**config.mk**
```make
export PLATFORM = sky130hd
export DESIGN_NAME = decode_stage_ctrl
export DESIGN_NICKNAME = d
export VERILOG_FILES = /design/src/rtl/decode_stage_ctrl.sv
export SDC_FILE = /design/constraint.sdc
export NUM_CORES = 1
export LEC_CHECK = 0
export CAP_MARGIN = 20
export CORE_MARGIN = 2
export CORE_UTILIZATION = 30
export DETAILED_ROUTE_END_ITERATION = 16
export GPL_TIMING_DRIVEN = 0
export SYNTH_ARGS = -nofsm -noshare
export SYNTH_HDL_FRONTEND = slang
export SYNTH_SLANG_ARGS = --single-unit
```
**constraint.sdc**
```tcl
create_clock -name clk -period 2.6 [get_ports clk]
set_clock_uncertainty 0.1 [all_clocks]
set_input_delay 0.52 -clock clk [delete_from_list [all_inputs] [get_ports clk]]
set_output_delay 0.52 -clock clk [all_outputs]
set_load 0.05 [all_outputs]
```
**src/rtl/decode_stage_ctrl.sv**
```systemverilog
// decode_stage_ctrl -- registered RV32I/M decode stage.
// Decodes one instruction per fetch->execute transfer into control_t, tagged
// with its PC. Owns load-use stall insertion, multi-cycle MUL/DIV issue
// sequencing, HALT latching and flush.
//
// Ports
//   clk, rst_n          clock, asynchronous active-low reset
//   in_valid/in_ready   fetch handshake (in_ready is combinational)
//   in_instr, in_pc     instruction word and its PC
//   flush               kill held output and any MUL/DIV sequence
//   ex_ready            execute consumes out_* this cycle
//   ex_rd, ex_mem_read  destination / load flag of the instruction in execute
//   out_valid           out_* hold a decoded instruction
//   out_control         decoded control word
//   out_pc, out_instr   registered PC / instruction
//   md_start            one-cycle pulse: start the mul/div unit
//   illegal             one-cycle pulse: accepted instruction not decodable
//   halted              HALT retired; sticky until reset

package decode_stage_pkg;

  typedef logic [31:0] instruction_t;

  typedef enum logic [4:0] {
    ALU_ADD, ALU_SUB, ALU_SLL, ALU_SLT, ALU_SLTU, ALU_XOR, ALU_SRL, ALU_SRA,
    ALU_OR, ALU_AND, ALU_EQUAL, ALU_LT, ALU_LTU, ALU_PASSB,
    ALU_MUL, ALU_MULH, ALU_MULHSU, ALU_MULHU,
    ALU_DIV, ALU_DIVU, ALU_REM, ALU_REMU
  } alu_op_t;

  typedef struct packed {
    alu_op_t    alu_op;
    logic       alu_src;        // 1: operand b is the immediate
    logic       mem_read;
    logic       mem_write;
    logic       is_branch;
    logic       is_jump;
    logic       reg_write;
    logic       alu_inv_res;    // invert compare result (BNE/BGE/BGEU)
    logic [4:0] write_back_id;
  } control_t;

  // EBREAK is the HALT pattern; every other SYSTEM encoding is illegal.
  localparam instruction_t HALT_INSTR = 32'h0010_0073;

endpackage

module decode_stage_ctrl
  import decode_stage_pkg::*;
#(
  parameter int XLEN       = 32,
  parameter int EN_M       = 1,
  parameter int MUL_CYCLES = 3,
  parameter int DIV_CYCLES = 33
) (
  input  logic            clk,
  input  logic            rst_n,
  input  logic            in_valid,
  output logic            in_ready,
  input  instruction_t    in_instr,
  input  logic [XLEN-1:0] in_pc,
  input  logic            flush,
  input  logic            ex_ready,
  input  logic [4:0]      ex_rd,
  input  logic            ex_mem_read,
  output logic            out_valid,
  output control_t        out_control,
  output logic [XLEN-1:0] out_pc,
  output instruction_t    out_instr,
  output logic            md_start,
  output logic            illegal,
  output logic            halted
);

  localparam int MAXC = (MUL_CYCLES > DIV_CYCLES) ? MUL_CYCLES : DIV_CYCLES;
  localparam int CW   = $clog2(MAXC + 1);

  localparam logic [6:0] OPC_LUI    = 7'b0110111;
  localparam logic [6:0] OPC_AUIPC  = 7'b0010111;
  localparam logic [6:0] OPC_JAL    = 7'b1101111;
  localparam logic [6:0] OPC_JALR   = 7'b1100111;
  localparam logic [6:0] OPC_BRANCH = 7'b1100011;
  localparam logic [6:0] OPC_LOAD   = 7'b0000011;
  localparam logic [6:0] OPC_STORE  = 7'b0100011;
  localparam logic [6:0] OPC_OPIMM  = 7'b0010011;
  localparam logic [6:0] OPC_OP     = 7'b0110011;
  localparam logic [6:0] OPC_SYSTEM = 7'b1110011;

  typedef enum logic [1:0] {ST_RUN, ST_MD_WAIT, ST_HALT} state_t;

  state_t          state;
  logic [CW-1:0]   cnt;

  logic [6:0]      opcode;
  logic [2:0]      f3;
  logic [6:0]      f7;
  logic [4:0]      rd, rs1, rs2;

  control_t        dec_ctl;
  logic            dec_ok, dec_md, dec_div, dec_halt, uses_rs2;
  logic            hazard, accept, md_multi;
  logic [CW-1:0]   md_load;

  assign opcode = in_instr[6:0];
  assign rd     = in_instr[11:7];
  assign f3     = in_instr[14:12];
  assign rs1    = in_instr[19:15];
  assign rs2    = in_instr[24:20];
  assign f7     = in_instr[31:25];

  always_comb begin
    dec_ctl  = '0;
    dec_ok   = 1'b1;
    dec_md   = 1'b0;
    dec_div  = 1'b0;
    dec_halt = 1'b0;
    uses_rs2 = 1'b0;
    case (opcode)
      OPC_LUI: begin
        dec_ctl.alu_op    = ALU_PASSB;
        dec_ctl.alu_src   = 1'b1;
        dec_ctl.reg_write = 1'b1;
      end
      OPC_AUIPC: begin
        dec_ctl.alu_op    = ALU_ADD;
        dec_ctl.alu_src   = 1'b1;
        dec_ctl.reg_write = 1'b1;
      end
      OPC_JAL, OPC_JALR: begin
        dec_ctl.alu_op    = ALU_ADD;
        dec_ctl.alu_src   = 1'b1;
        dec_ctl.reg_write = 1'b1;
        dec_ctl.is_jump   = 1'b1;
        if (opcode == OPC_JALR && f3 != 3'b000) dec_ok = 1'b0;
      end
      OPC_BRANCH: begin
        uses_rs2          = 1'b1;
        dec_ctl.is_branch = 1'b1;
        case (f3)
          3'b000: dec_ctl.alu_op = ALU_EQUAL;
          3'b001: begin dec_ctl.alu_op = ALU_EQUAL; dec_ctl.alu_inv_res = 1'b1; end
          3'b100: dec_ctl.alu_op = ALU_LT;
          3'b101: begin dec_ctl.alu_op = ALU_LT;    dec_ctl.alu_inv_res = 1'b1; end
          3'b110: dec_ctl.alu_op = ALU_LTU;
          3'b111: begin dec_ctl.alu_op = ALU_LTU;   dec_ctl.alu_inv_res = 1'b1; end
          default: dec_ok = 1'b0;
        endcase
      end
      OPC_LOAD: begin
        dec_ctl.alu_op    = ALU_ADD;
        dec_ctl.alu_src   = 1'b1;
        dec_ctl.mem_read  = 1'b1;
        dec_ctl.reg_write = 1'b1;
        if (!(f3 inside {3'b000, 3'b001, 3'b010, 3'b100, 3'b101})) dec_ok = 1'b0;
      end
      OPC_STORE: begin
        uses_rs2          = 1'b1;
        dec_ctl.alu_op    = ALU_ADD;
        dec_ctl.alu_src   = 1'b1;
        dec_ctl.mem_write = 1'b1;
        if (f3 > 3'b010) dec_ok = 1'b0;
      end
      OPC_OPIMM: begin
        dec_ctl.alu_src   = 1'b1;
        dec_ctl.reg_write = 1'b1;
        case (f3)
          3'b000: dec_ctl.alu_op = ALU_ADD;
          3'b010: dec_ctl.alu_op = ALU_SLT;
          3'b011: dec_ctl.alu_op = ALU_SLTU;
          3'b100: dec_ctl.alu_op = ALU_XOR;
          3'b110: dec_ctl.alu_op = ALU_OR;
          3'b111: dec_ctl.alu_op = ALU_AND;
          3'b001: begin
            dec_ctl.alu_op = ALU_SLL;
            if (f7 != 7'b0000000) dec_ok = 1'b0;
          end
          default: begin
            if (f7 == 7'b0000000)      dec_ctl.alu_op = ALU_SRL;
            else if (f7 == 7'b0100000) dec_ctl.alu_op = ALU_SRA;
            else                       dec_ok = 1'b0;
          end
        endcase
      end
      OPC_OP: begin
        uses_rs2          = 1'b1;
        dec_ctl.reg_write = 1'b1;
        case (f7)
          7'b0000000: begin
            case (f3)
              3'b000: dec_ctl.alu_op = ALU_ADD;
              3'b001: dec_ctl.alu_op = ALU_SLL;
              3'b010: dec_ctl.alu_op = ALU_SLT;
              3'b011: dec_ctl.alu_op = ALU_SLTU;
              3'b100: dec_ctl.alu_op = ALU_XOR;
              3'b101: dec_ctl.alu_op = ALU_SRL;
              3'b110: dec_ctl.alu_op = ALU_OR;
              default: dec_ctl.alu_op = ALU_AND;
            endcase
          end
          7'b0100000: begin
            case (f3)
              3'b000:  dec_ctl.alu_op = ALU_SUB;
              3'b101:  dec_ctl.alu_op = ALU_SRA;
              default: dec_ok = 1'b0;
            endcase
          end
          7'b0000001: begin
            if (EN_M != 0) begin
              dec_md  = 1'b1;
              dec_div = f3[2];
              case (f3)
                3'b000: dec_ctl.alu_op = ALU_MUL;
                3'b001: dec_ctl.alu_op = ALU_MULH;
                3'b010: dec_ctl.alu_op = ALU_MULHSU;
                3'b011: dec_ctl.alu_op = ALU_MULHU;
                3'b100: dec_ctl.alu_op = ALU_DIV;
                3'b101: dec_ctl.alu_op = ALU_DIVU;
                3'b110: dec_ctl.alu_op = ALU_REM;
                default: dec_ctl.alu_op = ALU_REMU;
              endcase
            end else begin
              dec_ok = 1'b0;
            end
          end
          default: dec_ok = 1'b0;
        endcase
      end
      OPC_SYSTEM: begin
        if (in_instr == HALT_INSTR) dec_halt = 1'b1;
        else                        dec_ok   = 1'b0;
      end
      default: dec_ok = 1'b0;
    endcase
    // Illegal and HALT both retire as an all-zero control word.
    if (!dec_ok || dec_halt) begin
      dec_ctl = '0;
      dec_md  = 1'b0;
      dec_div = 1'b0;
    end else begin
      dec_ctl.write_back_id = rd;
    end
  end

  // Load-use check works on raw register fields, independent of legality.
  assign hazard = ex_mem_read && (ex_rd != 5'd0) &&
                  ((rs1 == ex_rd) || (uses_rs2 && (rs2 == ex_rd)));

  assign in_ready = (state == ST_RUN) && !flush && !hazard && (!out_valid || ex_ready);
  assign accept   = in_valid && in_ready;

  // Counter holds N-1 after accept so issue stays blocked for exactly N cycles.
  assign md_load  = dec_div ? CW'(DIV_CYCLES - 1) : CW'(MUL_CYCLES - 1);
  assign md_multi = dec_div ? (DIV_CYCLES > 1) : (MUL_CYCLES > 1);

  always_ff @(posedge clk or negedge rst_n) begin
    if (!rst_n) begin
      state       <= ST_RUN;
      cnt         <= '0;
      out_valid   <= 1'b0;
      out_control <= '0;
      out_pc      <= '0;
      out_instr   <= '0;
      md_start    <= 1'b0;
      illegal     <= 1'b0;
      halted      <= 1'b0;
    end else begin
      md_start <= 1'b0;
      illegal  <= 1'b0;
      if (flush) begin
        out_valid <= 1'b0;
        cnt       <= '0;
        if (state == ST_MD_WAIT) state <= ST_RUN;
      end else if (accept) begin
        out_valid   <= 1'b1;
        out_control <= dec_ctl;
        out_pc      <= in_pc;
        out_instr   <= in_instr;
        illegal     <= !dec_ok;
        md_start    <= dec_md;
        if (dec_halt) begin
          halted <= 1'b1;
          state  <= ST_HALT;
        end else if (dec_md && md_multi) begin
          state <= ST_MD_WAIT;
          cnt   <= md_load;
        end
      end else begin
        if (ex_ready) out_valid <= 1'b0;
        if (state == ST_MD_WAIT) begin
          if (cnt == '0) state <= ST_RUN;
          else           cnt   <= cnt - 1'b1;
        end
      end
    end
  end

endmodule

```
# Yosys cells after proc, flatten, opt, wreduce, memory -nomap -nowiden
# Cells that the tools add are included.
# op_classes
n_addsub	1
multipliers	0
n_div	0
magnitude_cmp	1
eq_ne	28
n_shift	0
mux	60
bitwise_logic	1
reduce_logical	44
# ops
cell	count
4-bit one-hot mux with 7 select lines	2
6-bit 2-to-1 mux	7
5-bit one-hot mux with 7 select lines	1
32-bit by 21-bit == test with 1-bit output (second input constant)	1
1-bit 2-to-1 mux	32
7-bit by 6-bit == test with 1-bit output (second input constant)	4
7-bit == test (second input constant)	4
5-bit one-hot mux with 4 select lines	1
5-bit one-hot mux with 3 select lines	1
7-bit by 5-bit == test with 1-bit output (second input constant)	2
2-bit 2-to-1 mux	7
2-bit OR reduction	7
7-bit OR reduction	2
3-bit == test (second input constant)	4
12-bit 2-to-1 mux	1
4-bit one-hot mux with 3 select lines	1
3-bit nonzero test	4
6-bit OR reduction	2
5-bit == test	2
5-bit nonzero test	2
3-bit != test (second input constant)	3
1-bit logical AND	8
1-bit one-hot mux with 8 select lines	1
4-bit AND reduction	2
other kinds (25)	34
# totals
ff_bits	93
latch_bits	0
ram_bits	0
mem_bits_ro	0
input_bits	75
out_inout_bits	86
n_memories	0

# Logic depth before layout (Yosys ltp)
# Gate-level depths: netlist of the first run.
# depth
word_depth	13
depth_mapped	9
ltp_nobuf	7

# Worst setup path after synthesis of the first run
# OpenSTA, ideal clock, no wires.
# synth_path
path_kind	input port to output port
start	input ex_rd[1]
end	output in_ready
arrival_ps	2113
path_slack_ps	-133
path_stages	5
n_path_buf	1
cell_sequence	or4_1 > o21ai_0 > a21oi_1 > buf_2 > nor2b_1
# synth_between
elab_chain_cells	7
# synth_rtl
item	line_no	text
start: declaration	64	input logic [4:0] ex_rd,
5-bit == test	246	((rs1 == ex_rd) || (uses_rs2 && (rs2 == ex_rd)));
1-bit logical AND	246	
1-bit logical OR	246	
1-bit logical AND *	245	assign hazard = ex_mem_read && (ex_rd != 5'd0) &&
1-bit zero test *	248	assign in_ready = (state == ST_RUN) && !flush && !hazard && (!out_valid || ex_ready);
1-bit logical AND * (2 in a row)	248	
end: declaration	59	output logic in_ready,
# Every way passes the cells marked *; elsewhere a longest branch is shown, timed or not.

# Worst setup path in the final report of the first run
# layout_path
start	input in_instr[3]
end	output in_ready
# layout_between
elab_chain_cells	9
# layout_rtl
item	line_no	text
start: declaration	60	input instruction_t in_instr,
7-bit by 6-bit == test with 1-bit output / 7-bit == test (equally long branches)	118	case (opcode)
3-bit OR reduction (no source line) *	-	
1-bit 2-to-1 mux *	118	
1-bit logical AND *	246	
1-bit logical OR *	246	
1-bit logical AND *	245	
1-bit zero test *	248	
1-bit logical AND * (2 in a row)	248	
# Marked as above.

==> reports/qor.yml, run 1 <==
status: "finished, final reports clean"
place_ws_ns: -1.56
initialDrtViolationCount: 242
worst_slack_ns: 0.0668
syn_to_final_growth_pct: 54.4
leakage_nw: 2.92
cts_made_buffers: 9
dieWidth_um: 126
end_kind: "primary output"
stdcell_count: 752
drv_cap: 0
hp-class: "primary input to async pin"
grt_max_degree: 64
cts_hold_buffers: 0
crit_top_cell: "buf_6"
fp.coreArea_sq_mm: 0.0146
swShare_pct: 35.8
grt_pass1_wl_um: 21100
dpl.cell_count: 722
cts_tree: "built"
synthCells: 379
avgSynthCellArea_sq_um: 11.8
yosysSeqAreaShare_pct: 51.9
io_buffers: 158
clock_path_buffers: 2
clock.fmax_mhz: 395
routedWlPerCell_um: 17.7
pwr-share-seq_pct: 36.3
pin_count: 161
dp_hpwl_um: 9810
yosysUniqueCellTypes: 63
setup_viol: 0
p_int_mw: 3.06
p_total_mw: 4.76
worstMarginPinSlew_ns: 0.579
fin_util_pct: 47.5
fin_nets: 640
cts-root-buf: "clkbuf_16"
cts.sinks: 93
drive_gt1_share_pct: 25.2
n_antenna_cell: 0
ir_worst_vdd_mv: 0.402
grt-ovfl-total: 0
antenna_found_initial: 0
p_per_area_mw_per_mm2: 687
slew_violations: 0
synth_seq_cells: 93
slew_headroom_pct: 61.4
p_switching_mw: 1.70
htreeDepth: 3
synthesis.nets: 456
grt_pass1_vias: 3989
grtUsageTotal_pct: 16.7
p_clk_share_pct: 29.4
die_y_um: 126
max_stage_delay_ns: 0.28
drc: 0
clk_pin_slew_worst_paths_ns: 0.07
fin_crit_sh_pct: 97.4
vias: 3855
ys_warn_count: 0
rows: 44
combPwrFrac_pct: 34.2
vias_per_cell: 5.13
crit_chain: "dlygate4sd2_1 -> nand4bb_4 -> nor3_2 -> nand4_1 -> a21oi_4 -> buf_6 -> nor2b_2 -> buf_6"
path_class: "primary input to primary output"
antenna_left: 0
synth_area_sq_mm: 0.00449
timing.hold.ws_ns: 0.00734
critPathMaxFanout: 5
drt_pass1_iterations: 5
synth_edf_count: 0
clock_latency_ns: 0.34
die-area_sq_mm: 0.0160
synthArstFlopShare_pct: 100
post-route-min-period_ns: 2.53
synth_ff_type: "dfrtp_1"
hold_viol: 0
routabilityCongestion: 0.876
worstPathRequired_ns: 1.98
critPathArrivalTime_ns: 1.91
start_kind: "primary input"
initial_core_util_pct: 30.8
crit_path_top_delay_cell: "dlygate4sd2_1"
drt-total-wl_um: 13300
[flip-flops by register name (all words and copies together), names as in the netlist]
register and cells:
out_pc 32, state 2, out_valid 1, halted 1, out_instr 32, out_control 17
md_start 1, cnt 6, illegal 1
[cells in the mapped netlist, types with 4 or more instances]
library cell,count,area [sq um]
mux2_2,65,732
o41ai_1,4,35.0
nand2_1,13,48.8
nor3_1,10,50.1
clkbuf_1,13,48.8
dfrtp_1,93,2330
nand3_1,9,45.0
nor2b_1,7,43.8
buf_2,7,35.0
a21oi_1,9,45.0
a22o_1,7,61.3
xor2_1,10,87.6
o21ai_0,25,125
inv_1,8,30.0
o31ai_1,6,45.0
nor2_1,13,48.8
nor4_1,6,37.5
[worst paths after layout]
kind	from	endpoint	slack, ns	depth (start not counted)
worst max-delay path	in_instr[3]	in_ready	0.07	8
worst min-delay path	rst_n	out_instr[31]	0.007	1
worst max register to register	state[0]	cnt[1]	0.49	5
worst min register to register	halted	halted	0.36	1
max in group asynchronous	rst_n	out_pc[19]	1.73	2
min in group clk	in_instr[29]	out_instr[29]	0.35	2
[critical path: cells and delay by family]
family / cells / cell delay, ns
AO/OA/AOI/OAI: 1 / 0.26
buffers and inverters: 3 / 0.56
AND/OR/NAND/NOR: 4 / 0.56
[cells in the final DEF (no fill, tap or decap), types with 3 or more instances in the layout]
| cell | synthesis | layout |
|---|---|---|
| dlygate4sd2_1 | 0 | 12 |
| clkdlybuf4s50_1 | 0 | 133 |
| nand4_1 | 3 | 3 |
| nor3_1 | 10 | 8 |
| nand3_1 | 9 | 9 |
| buf_6 | 0 | 7 |
| o31ai_1 | 6 | 6 |
| nor2b_1 | 7 | 6 |
| a22o_1 | 7 | 7 |
| dfrtp_1 | 93 | 93 |
| xor2_1 | 10 | 10 |
| clkbuf_1 | 13 | 8 |
| buf_2 | 7 | 7 |
| nor2_1 | 13 | 12 |
| a41oi_1 | 3 | 3 |
| inv_1 | 8 | 8 |
| a21o_1 | 3 | 3 |
| or4_4 | 2 | 3 |
| buf_4 | 3 | 18 |
| a31oi_1 | 3 | 3 |
| a211oi_1 | 3 | 3 |
| dlymetal6s2s_1 | 0 | 8 |
| a21oi_1 | 9 | 8 |
| clkbuf_16 | 0 | 9 |
| nor4_1 | 6 | 4 |
| o21ai_0 | 25 | 24 |
| nand2_1 | 13 | 12 |
| mux2_2 | 65 | 65 |
| nand3b_1 | 3 | 3 |
[final cells by class]
class                      instances  area (sq um)
multi-input combinational        254          2160
clock buffer                      11           253
sequential                        93          2330
fill                            1313          7660
clock inverter                     5          65.1
inverter                           8          30.0
buffer                            22           139
timing repair buffer             175          1720
tap                              184           230
[per-layer routing]
metal  global-route usage, %  routed length (um)  up-vias
met2                    26.4                6400      130
met4                    4.98                 194        0
met3                    6.07                1050       17
met5                       0                   0        -
li1                        -                   -     1783
met1                    21.7                5650     1925
[kinds of logic (layout without fill, tap and decap cells)]
family,after synthesis,count (layout),synth area share (%)
xor gates and xnor gates,12,12,2.34
buffers and inverters,32,221,3.12
and+or+nand+nor,89,89,12.2
adders and majority gates,2,2,0.558
DFF,93,93,51.9
muxes,67,67,16.8
AOI/OAI and AO/OA,84,84,13.2
[power groups by stage]
| stage | Clock, mW | Sequential [mW] | Combinational (mW) |
|---|---|---|---|
| after global placement | 0 | 1.75 | 1.60 |
| after CTS | 1.44 | 1.73 | 1.63 |
| after floorplan | 0 | 2.43 | 0.296 |
| after detailed placement | 0 | 1.76 | 1.62 |
| after global routing | 1.51 | 1.76 | 1.69 |
| final | 1.40 | 1.73 | 1.63 |
[repair_timing]
action | CTS | global route
gates resized for setup | 45 | 33
setup endpoints to repair | 94 | 85
pin swaps | 9 | 13
setup buffers | 5 | 11
[metrics by stage]
stage               cell area [sq um]   TNS (ns)
floorplan                        4490          0
global placement                 6300    -325.56
detailed placement               6330     -82.32
CTS                              6770    -0.0411
global route                     6930  -0.000132
finish                           6930          0
Power figures use the tool's default switching activity.
==> inputs of run 2 (changes only) <==
--- a/config.mk
+++ b/config.mk
@@ -9,6 +9,7 @@
 export CORE_MARGIN = 2
 export CORE_UTILIZATION = 30
 export DETAILED_ROUTE_END_ITERATION = 16
+export GPL_ROUTABILITY_DRIVEN = 1
 export GPL_TIMING_DRIVEN = 0
 export SYNTH_ARGS = -nofsm -noshare
 export SYNTH_HDL_FRONTEND = slang
==> results of run 2 <==
Same layout as run 1: the final DEF is identical, and so are final timing and power.
==> inputs of run 3 (changes only) <==
--- a/config.mk
+++ b/config.mk
@@ -6,8 +6,7 @@
 export NUM_CORES = 1
 export LEC_CHECK = 0
 export CAP_MARGIN = 20
-export CORE_MARGIN = 2
-export CORE_UTILIZATION = 30
+export CORE_UTILIZATION = 26
 export DETAILED_ROUTE_END_ITERATION = 16
 export GPL_ROUTABILITY_DRIVEN = 1
 export GPL_TIMING_DRIVEN = 0
==> run 3 against run 2 <==
Critical path type is now primary input to flop; first-iteration DRC count fell by 53%; power grew 1.0%; hold slack improved by 0.36 ns; flip-flop and latch count unchanged; largest power group unchanged; sequential share of layout area decreased by 0.13 points; routed wire length fell by 0.16%; cell area increased by 0.38%; highest routed layer unchanged; critical endpoint is now out_control[10]; utilization decreased by 5.8 points.
==> reports/qor.yml, run 3 (synthesis results as in run 1) <==
status: "finished, final reports clean"  # unchanged
mostFrequentLayoutCell: "clkdlybuf4s50_1"  # unchanged
pin_count: 161  # unchanged
fin_nets: 638  # was 640
fillers: 1612  # was 1313
post-route-min-period_ns: 2.59  # was 2.53 ns
rows: 47  # was 44
n_antenna_cell: 0  # unchanged
hold_viol: 0  # unchanged
clk_pin_slew_worst_paths_ns: 0.07  # about the same
slew_violations: 0  # unchanged
clock_latency_ns: 0.34  # about the same
vias_per_cell: 4.89  # was 5.13
grt_pass1_wl_um: 21500  # was 21100 um
clock.fmax_mhz: 386  # was 395 MHz
die-area_sq_mm: 0.0178  # was 0.0160 sq mm
fp.coreArea_sq_mm: 0.0167  # was 0.0146 sq mm
syn_to_final_growth_pct: 54.9  # was 54.4%
p_per_area_mw_per_mm2: 691  # was 687 mW/mm^2
p_total_mw: 4.81  # was 4.76 mW
grt-ovfl-total: 0  # unchanged
place_ws_ns: -1.54  # was -1.56 ns
fin_crit_sh_pct: 99.7  # was 97.4%
reg_top3: "out_instr: 32 flops, out_pc: 32 flops, out_control: 17 flops"  # unchanged
critPathMaxFanout: 7  # was 5
layout_common_cells: "132 x clkdlybuf4s50_1, 93 x dfrtp_1, 65 x mux2_2, 23 x o21ai_0, 16 x buf_4"  # was 133 x clkdlybuf4s50_1, 93 x dfrtp_1, 65 x mux2_2, 24 x o21ai_0, 18 x buf_4
slew_headroom_pct: 61.3  # was 61.4%
drt-total-wl_um: 13300  # about the same
worst_slack_ns: 0.00738  # was 0.0668 ns
io_buffers: 158  # unchanged
setup_tns_ns: 0  # unchanged
worstMarginPinSlew_ns: 0.575  # was 0.579 ns
cts_made_buffers: 9  # unchanged
grt_pass1_vias: 4102  # was 3989
vias: 3842  # was 3855
cts-root-buf: "clkbuf_16"  # unchanged
worstPathRequired_ns: 2.75  # was 1.98 ns
antenna_found_initial: 0  # unchanged
ir_worst_vdd_mv: 0.365  # was 0.402 mV
antenna_left: 0  # unchanged
critPathArrivalTime_ns: 2.74  # was 1.91 ns
htreeDepth: 3  # unchanged
dieWidth_um: 133  # was 126 um
end_kind: "flop"  # was primary output
leakage_nw: 2.90  # was 2.92 nW
cts.sinks: 93  # unchanged
cts_tree: "built"  # unchanged
die_y_um: 133  # was 126 um
routabilityCongestion: 0.899  # was 0.876
start_kind: "primary input"  # unchanged
setup_viol: 0  # unchanged
drc: 0  # unchanged
path_class: "primary input to flop"  # was primary input to primary output
clock_path_buffers: 2  # unchanged
drt_pass1_iterations: 4  # was 5
fin_util_pct: 41.6  # was 47.5%
initial_core_util_pct: 26.9  # was 30.8%
initialDrtViolationCount: 113  # was 242
hp-class: "flop to flop"  # was primary input to async pin
routedWlPerCell_um: 16.9  # was 17.7 um
grt_max_degree: 72  # was 64
dp_hpwl_um: 10000  # was 9810 um
drive_gt1_share_pct: 25.1  # was 25.2%
grtUsageTotal_pct: 15.5  # was 16.7%
drv_cap: 0  # unchanged
[run 3: per-stage QoR]
stage | cell area, sq um | cells | hold WS (ns)
after floorplan | 4490 | 379 | 0.124
after global routing | 6950 | 786 | 0.365
after detailed placement | 6370 | 758 | 0.347
after CTS | 6860 | 781 | 0.369
after global placement | 6350 | 757 | 0.346
final | 6950 | 786 | 0.363
[run 3: area by class of cell]
type                            instances  area [sq um]  share of cell area, %
Tap cell                              220           275                   3.96
Buffer                                 22           136                   1.96
Clock inverter                          6          91.3                   1.31
Sequential cell                        93          2330                   33.5
Clock buffer                           10           239                   3.44
Timing Repair Buffer                  173          1710                   24.6
Inverter                                8          30.0                  0.432
Multi-Input combinational cell        254          2140                   30.8
[run 3: report_power, final]
group	switching, mW	internal [mW]	leakage (nW)
sequential	0.0954	1.64	1.16
clock	0.578	0.876	0.163
combinational	1.01	0.611	1.58
total	1.68	3.12	2.90
[run 3: what timing repair did]
item,CTS,global route
resized for setup,53,30
pin swaps,14,15
setup endpoints to repair,94,46
hold buffers,1,0
setup buffers,7,6
hold endpoints to repair,22,0
[run 3: worst paths after layout]
check,from,slack (ns),end,cells past startpoint
setup / recovery,in_instr[12],0.007,out_control[10],7
hold / removal,halted,0.36,halted,1
setup reg to reg,state[0],0.51,out_pc[30],5
hold reg to reg,halted,0.36,halted,1
max in group asynchronous,rst_n,1.23,out_instr[17],3
min in group asynchronous,rst_n,0.52,out_instr[6],2
[run 3: routing by layer]
metal / vias up / GRT usage [%] / part of all wire, %
met5: - / 0 / 0
met4: 0 / 7.13 / 2.6
met3: 24 / 4.11 / 6.9
met2: 143 / 25.4 / 49
met1: 1902 / 19.0 / 42
li1: 1773 / - / -
[run 3: worst max-delay path: stages]
cell	delay (ns)
clkdlybuf4s50_1	0.50
nor2b_1	0.23
o41ai_1	0.38
nand3_1	0.16
and3_4	0.21
or4_4	0.52
o31ai_2	0.23
